File: src/rtl/seq_pkg.sv
// seq_pkg: shared definitions for the 10010 serial pattern detector.
//   - state_e : 3-bit state code = length of the longest received suffix
//               that is also a prefix of PATTERN (5 means full match).
//   - PATTERN / PAT_LEN : the fixed pattern and its length.
//   - sr_to_state : maps the last five received bits to the state code.
package seq_pkg;

  typedef enum logic [2:0] {
    S0 = 3'd0,  // idle
    S1 = 3'd1,  // "1"
    S2 = 3'd2,  // "10"
    S3 = 3'd3,  // "100"
    S4 = 3'd4,  // "1001"
    S5 = 3'd5   // "10010"
  } state_e;

  localparam logic [4:0] PATTERN = 5'b10010;
  localparam int         PAT_LEN = 5;

  // Longest-match-first decode of the shift register: the k newest bits are
  // compared against the first k bits of the pattern.
  function automatic state_e sr_to_state(input logic [4:0] sr);
    state_e st;
    if (sr == PATTERN) begin
      st = S5;
    end else if (sr[3:0] == PATTERN[4:1]) begin
      st = S4;
    end else if (sr[2:0] == PATTERN[4:2]) begin
      st = S3;
    end else if (sr[1:0] == PATTERN[4:3]) begin
      st = S2;
    end else if (sr[0] == PATTERN[4]) begin
      st = S1;
    end else begin
      st = S0;
    end
    return st;
  endfunction

endpackage

File: src/rtl/seq_reg.sv
// seq_reg: shift-register implementation of the 10010 detector.
// Ports:
//   clk   - rising-edge clock
//   in    - serial data bit (shifted into the LSB)
//   reset - synchronous active-low reset
//   out   - registered match flag (high when the last five bits are 10010)
//   state - registered state code decoded from the last five bits
module seq_reg
  import seq_pkg::*;
(
  input  logic       clk,
  input  logic       in,
  input  logic       reset,
  output logic       out,
  output logic [2:0] state
);

  logic [4:0] sr_q, sr_d;
  logic [2:0] state_q, state_d;
  logic       out_q, out_d;

  // Shift in the new bit and decode from the post-shift value so the
  // registered outputs line up cycle-for-cycle with the state machine.
  always_comb begin
    sr_d    = {sr_q[3:0], in};
    state_d = sr_to_state(sr_d);
    out_d   = (sr_d == PATTERN);
  end

  // Shift register and output registers with synchronous active-low reset.
  // Zero fill after reset cannot fake a partial match: the pattern starts with 1.
  always_ff @(posedge clk) begin
    if (!reset) begin
      sr_q    <= 5'b00000;
      state_q <= 3'd0;
      out_q   <= 1'b0;
    end else begin
      sr_q    <= sr_d;
      state_q <= state_d;
      out_q   <= out_d;
    end
  end

  assign out   = out_q;
  assign state = state_q;

endmodule

File: src/rtl/seq_sfm.sv
// seq_sfm: explicit state-machine implementation of the 10010 detector.
// Ports:
//   clk   - rising-edge clock
//   in    - serial data bit
//   reset - synchronous active-low reset
//   out   - registered match flag (high while state is S5)
//   state - registered current state code
module seq_sfm
  import seq_pkg::*;
(
  input  logic       clk,
  input  logic       in,
  input  logic       reset,
  output logic       out,
  output logic [2:0] state
);

  state_e state_q, state_d;
  logic   out_q, out_d;

  // Next-state logic; S5 on a 0 falls back to S3 so overlapping matches
  // ("10010" then "010") are found.
  always_comb begin
    state_d = S0;
    case (state_q)
      S0:      state_d = in ? S1 : S0;
      S1:      state_d = in ? S1 : S2;
      S2:      state_d = in ? S1 : S3;
      S3:      state_d = in ? S4 : S0;
      S4:      state_d = in ? S1 : S5;
      S5:      state_d = in ? S1 : S3;
      default: state_d = S0;  // unused codes recover to idle
    endcase
    // Output is registered alongside the state, so it equals (state == S5).
    out_d = (state_d == S5);
  end

  // State and output registers with synchronous active-low reset.
  always_ff @(posedge clk) begin
    if (!reset) begin
      state_q <= S0;
      out_q   <= 1'b0;
    end else begin
      state_q <= state_d;
      out_q   <= out_d;
    end
  end

  assign out   = out_q;
  assign state = state_q;

endmodule

File: src/rtl/seq_detect.sv
// seq_detect: detects every (overlapping) occurrence of 10010 on a serial
// input using two independent implementations running side by side.
// Ports:
//   clk       - rising-edge clock
//   reset     - synchronous active-low reset
//   in        - serial data, one bit per rising edge
//   out_sfm   - match flag, state-machine implementation
//   state_sfm - state code, state-machine implementation
//   out_reg   - match flag, shift-register implementation
//   state_reg - state code, shift-register implementation
module seq_detect
  import seq_pkg::*;
(
  input  logic       clk,
  input  logic       reset,
  input  logic       in,
  output logic       out_sfm,
  output logic [2:0] state_sfm,
  output logic       out_reg,
  output logic [2:0] state_reg
);

  seq_sfm u_sfm (
    .clk   (clk),
    .in    (in),
    .reset (reset),
    .out   (out_sfm),
    .state (state_sfm)
  );

  seq_reg u_reg (
    .clk   (clk),
    .in    (in),
    .reset (reset),
    .out   (out_reg),
    .state (state_reg)
  );

endmodule

File: config.mk
export PLATFORM = sky130hd
export DESIGN_NAME = seq_detect
export DESIGN_NICKNAME = d
export VERILOG_FILES = /design/src/rtl/seq_pkg.sv /design/src/rtl/seq_reg.sv /design/src/rtl/seq_sfm.sv /design/src/rtl/seq_detect.sv
export SDC_FILE = /design/constraint.sdc
export NUM_CORES = 1
export LEC_CHECK = 0
export ABC_CLOCK_PERIOD_IN_PS = 1430
export BUFFER_PORTS_ARGS = -buffer_cell sky130_fd_sc_hd__buf_2
export CAP_MARGIN = 20
export CORE_AREA = 2 2 39 41
export DETAILED_ROUTE_END_ITERATION = 7
export DIE_AREA = 0 0 41 43
export PLACE_DENSITY_LB_ADDON = 0.05
export SYNTH_ARGS = -nofsm -noshare
export SYNTH_HDL_FRONTEND = slang
export SYNTH_SLANG_ARGS = --single-unit
export TNS_END_PERCENT = 5
File: constraint.sdc
create_clock -name clk -period 1.43 [get_ports clk]
set_input_delay 0.2145 -clock clk [delete_from_list [all_inputs] [get_ports clk]]
set_output_delay 0.2145 -clock clk [all_outputs]
set_load 0.005 [all_outputs]
==> impl_metrics.py <==
metrics = {
    "clock_network": {
        "h-tree-depth": 1,
        "cts_tree": "built",
        "root_buffer": "clkbuf_4",
        "numCtsBuffers": 3,
        "cts_resized": 0,
        "post-cts-setup-buffers": 0,
        "clockBufferDepth": 2,
        "cts-hold-fix-buffers": 0,
        "insertion_delay_ns": 0.27,
        "clk_pin_slew_ns": 0.07,
        "cts.sinks": 12,
    },
    "floorplan": {
        "core_area_mm2": 0.00138,
        "start_util": 0.298,
        "die_area_mm2": 0.00176,
        "num_rows": 14,
        "die_w_um": 41,
        "io_pins": 11,
        "die_h_um": 43,
    },
    "pwr": {
        "switchingPower_uw": 135,
        "p_per_area_mw_per_mm2": 1250,
        "p_seq_frac": 0.542,
        "swShare": 0.207,
        "leakage_uw": 0.000230,
        "p_int_uw": 516,
        "pwr-share-comb": 0.054,
        "pwr-share-clk": 0.404,
        "vdd_drop_max_mv": 0.584,
    },
    "place": {
        "dpl.cell_count": 66,
        "hpwl_um": 518,
        "place.gp.congestion": 0.737,
        "portBuffers": 10,
    },
    "timing": {
        "rsz0062_at_grt": "no",
        "period_share": 0.731,
        "clock.fmax_mhz": 957,
        "setup_viol": 0,
        "slew_viol_final": 0,
        "fin_worst_skew_ns": 0.00313,
        "worst_slew_pin_slew_ns": 0.225,
        "fin_setup_tns_ns": 0,
        "min_period_ns": 1.04,
        "max_slew_margin": 0.848,
        "finalHoldViolCount": 0,
    },
    "synthesis": {
        "yosysWarnings": 0,
        "netlist_instances": 40,
        "yosys.area.top_type": "dfxtp_1",
        "ys_ff_latch": 12,
        "syn_nets": 43,
        "yosys-top-cells-area": "dfxtp_1 (58%), and2_1 (6.1%), a41o_2 (2.7%), inv_1 (2.7%), nor2_1 (2.7%)",
        "syn_area_um2": 413,
        "yosys.cell_types.count": 20,
        "synth.avg_cell_area_um2": 10.3,
        "synth_top_area_frac": 0.582,
        "seq_area_frac_synth": 0.582,
    },
    "global_route": {
        "grt_first_pass_wirelength_um": 1170,
        "grt_usage": 0.104,
        "grt_max_degree": 10,
        "grt_pass1_vias": 271,
        "globalRoute.totalOverflow": 0,
        "antenna_found_initial": 0,
    },
    "worst_setup_path": {
        "r2r_cells": 3,
        "worst-path-buf-inv": 0,
        "critical_path_required_ns": 1.64,
        "reg2reg_slack_ns": 0.39,
        "cp.arrival_ns": 1.26,
        "worstSetupPathType": "flip-flop to flip-flop",
        "cp-start-kind": "flip-flop",
        "cp.depth": 3,
        "crit_family": "simple AND/OR/NAND/NOR gates",
        "slowest_delay_ns": 0.41,
        "worst-path-max-fanout": 7,
        "cp_cell_sequence": "or3b_1, o21ai_0, and2_1",
        "reg2reg_from": "u_sfm.state[1]$_SDFF_PN0_",
        "critPathSlowestCell": "dfxtp_1",
        "r2r_end": "u_sfm.state[0]$_SDFF_PN0_",
        "crit_start": "u_sfm.state[1]$_SDFF_PN0_",
        "cp-endpoint": "u_sfm.state[0]$_SDFF_PN0_",
        "end_kind": "flip-flop",
    },
    "detailed_routing": {
        "met2_length_um": 311,
        "wl_met3_um": 47,
        "top_layer_used": "met4",
        "viasPerCell": 4.49,
        "vias": 314,
        "first_iter_violations": 6,
        "first_pass_iters": 4,
        "wl_um": 702,
        "routedLengthMet1_um": 334,
        "drc": 0,
        "ant_nets": 0,
        "avgRoutedWirePerCell_um": 10.0,
    },
    "layout": {
        "final_nets": 58,
        "area_growth_pct": 25.8,
        "diodes": 0,
        "layout_common_cells": "dfxtp_1 (12), buf_2 (10), and2_1 (4)",
        "largest_register_ff_count": 4,
        "final_common_cell": "dfxtp_1",
        "drive_gt1_frac": 0.315,
        "finalNonFillerCells": 70,
    },
    "run_status": {
        "status": "completed",
    },
    "worst_hold_path": {
        "hold_class": "input pin to flip-flop",
    },
    "job": {
        "maxCapViolations": 0,
    },
}
worst min-delay path by stage:
stage                                   from                         to  slack (ns)  cells past startpoint
floorplan                              reset  u_reg.state[0]$_SDFF_PN0_        0.33                      1
global placement    u_reg.sr_q[2]$_SDFF_PN0_   u_reg.sr_q[3]$_SDFF_PN0_        0.48                      1
detailed placement  u_reg.sr_q[2]$_SDFF_PN0_   u_reg.sr_q[3]$_SDFF_PN0_        0.47                      1
CTS                                       in   u_reg.sr_q[0]$_SDFF_PN0_        0.23                      2
global route                              in   u_reg.sr_q[0]$_SDFF_PN0_        0.25                      2
finish                                    in   u_reg.sr_q[0]$_SDFF_PN0_        0.23                      2
Yosys cell counts:
cell type,number
o21a_1,1
nor3_1,1
nand4b_1,1
nor2_1,3
inv_1,3
a21oi_1,2
nand2b_2,1
nand2b_1,1
a41o_2,1
nand3b_1,1
nor2b_1,1
nor4b_1,1
and2_1,4
a21boi_0,1
o22ai_1,1
nand3_1,1
o21ai_0,2
or3b_1,1
dfxtp_1,12
and2_2,1
cells by family after synthesis:
group	Yosys count	share of synthesized area
compound gates	8	0.127
buf+inv	3	0.0273
flops	12	0.582
simple gates	17	0.264
metal layers:
layer / GRT usage / up-vias
li1: - / 164
met1: 0.153 / 139
met2: 0.109 / 9
met3: 0.0314 / 2
met4: 0.100 / 0
met5: 0 / -
final cells by class:
| cell class | instances | area, µm² |
|---|---|---|
| Inverter | 3 | 11.3 |
| Clock buffer | 4 | 36.3 |
| Fill cell | 149 | 865 |
| Timing Repair Buffer | 10 | 50.0 |
| Sequential cell | 12 | 240 |
| Tap cell | 16 | 20.0 |
| Multi-Input combinational cell | 25 | 161 |
power groups by stage:
| stage | clock network, µW | logic (µW) | registers [µW] |
|---|---|---|---|
| 6_report | 263 | 35.0 | 353 |
| 5_1_grt | 293 | 39.8 | 355 |
| 3_3_place_gp | 0 | 35.5 | 361 |
| 3_5_place_dp | 0 | 35.3 | 361 |
| 4_1_cts | 272 | 35.7 | 353 |
| 2_1_floorplan | 0 | 18.0 | 360 |
metrics by stage:
stage | util | instance area, µm² | setup WS (ns) | power (µW) | hold slack (ns)
2_1_floorplan | - | 413 | 0.435 | 378 | 0.332
3_3_place_gp | 0.349 | 483 | 0.400 | 397 | 0.482
3_5_place_dp | 0.349 | 483 | 0.400 | 396 | 0.475
4_1_cts | 0.375 | 519 | 0.377 | 661 | 0.230
5_1_grt | 0.375 | 519 | 0.300 | 688 | 0.252
6_report | 0.375 | 519 | 0.385 | 651 | 0.231
Note: power is estimated with default switching activity, not from simulation.
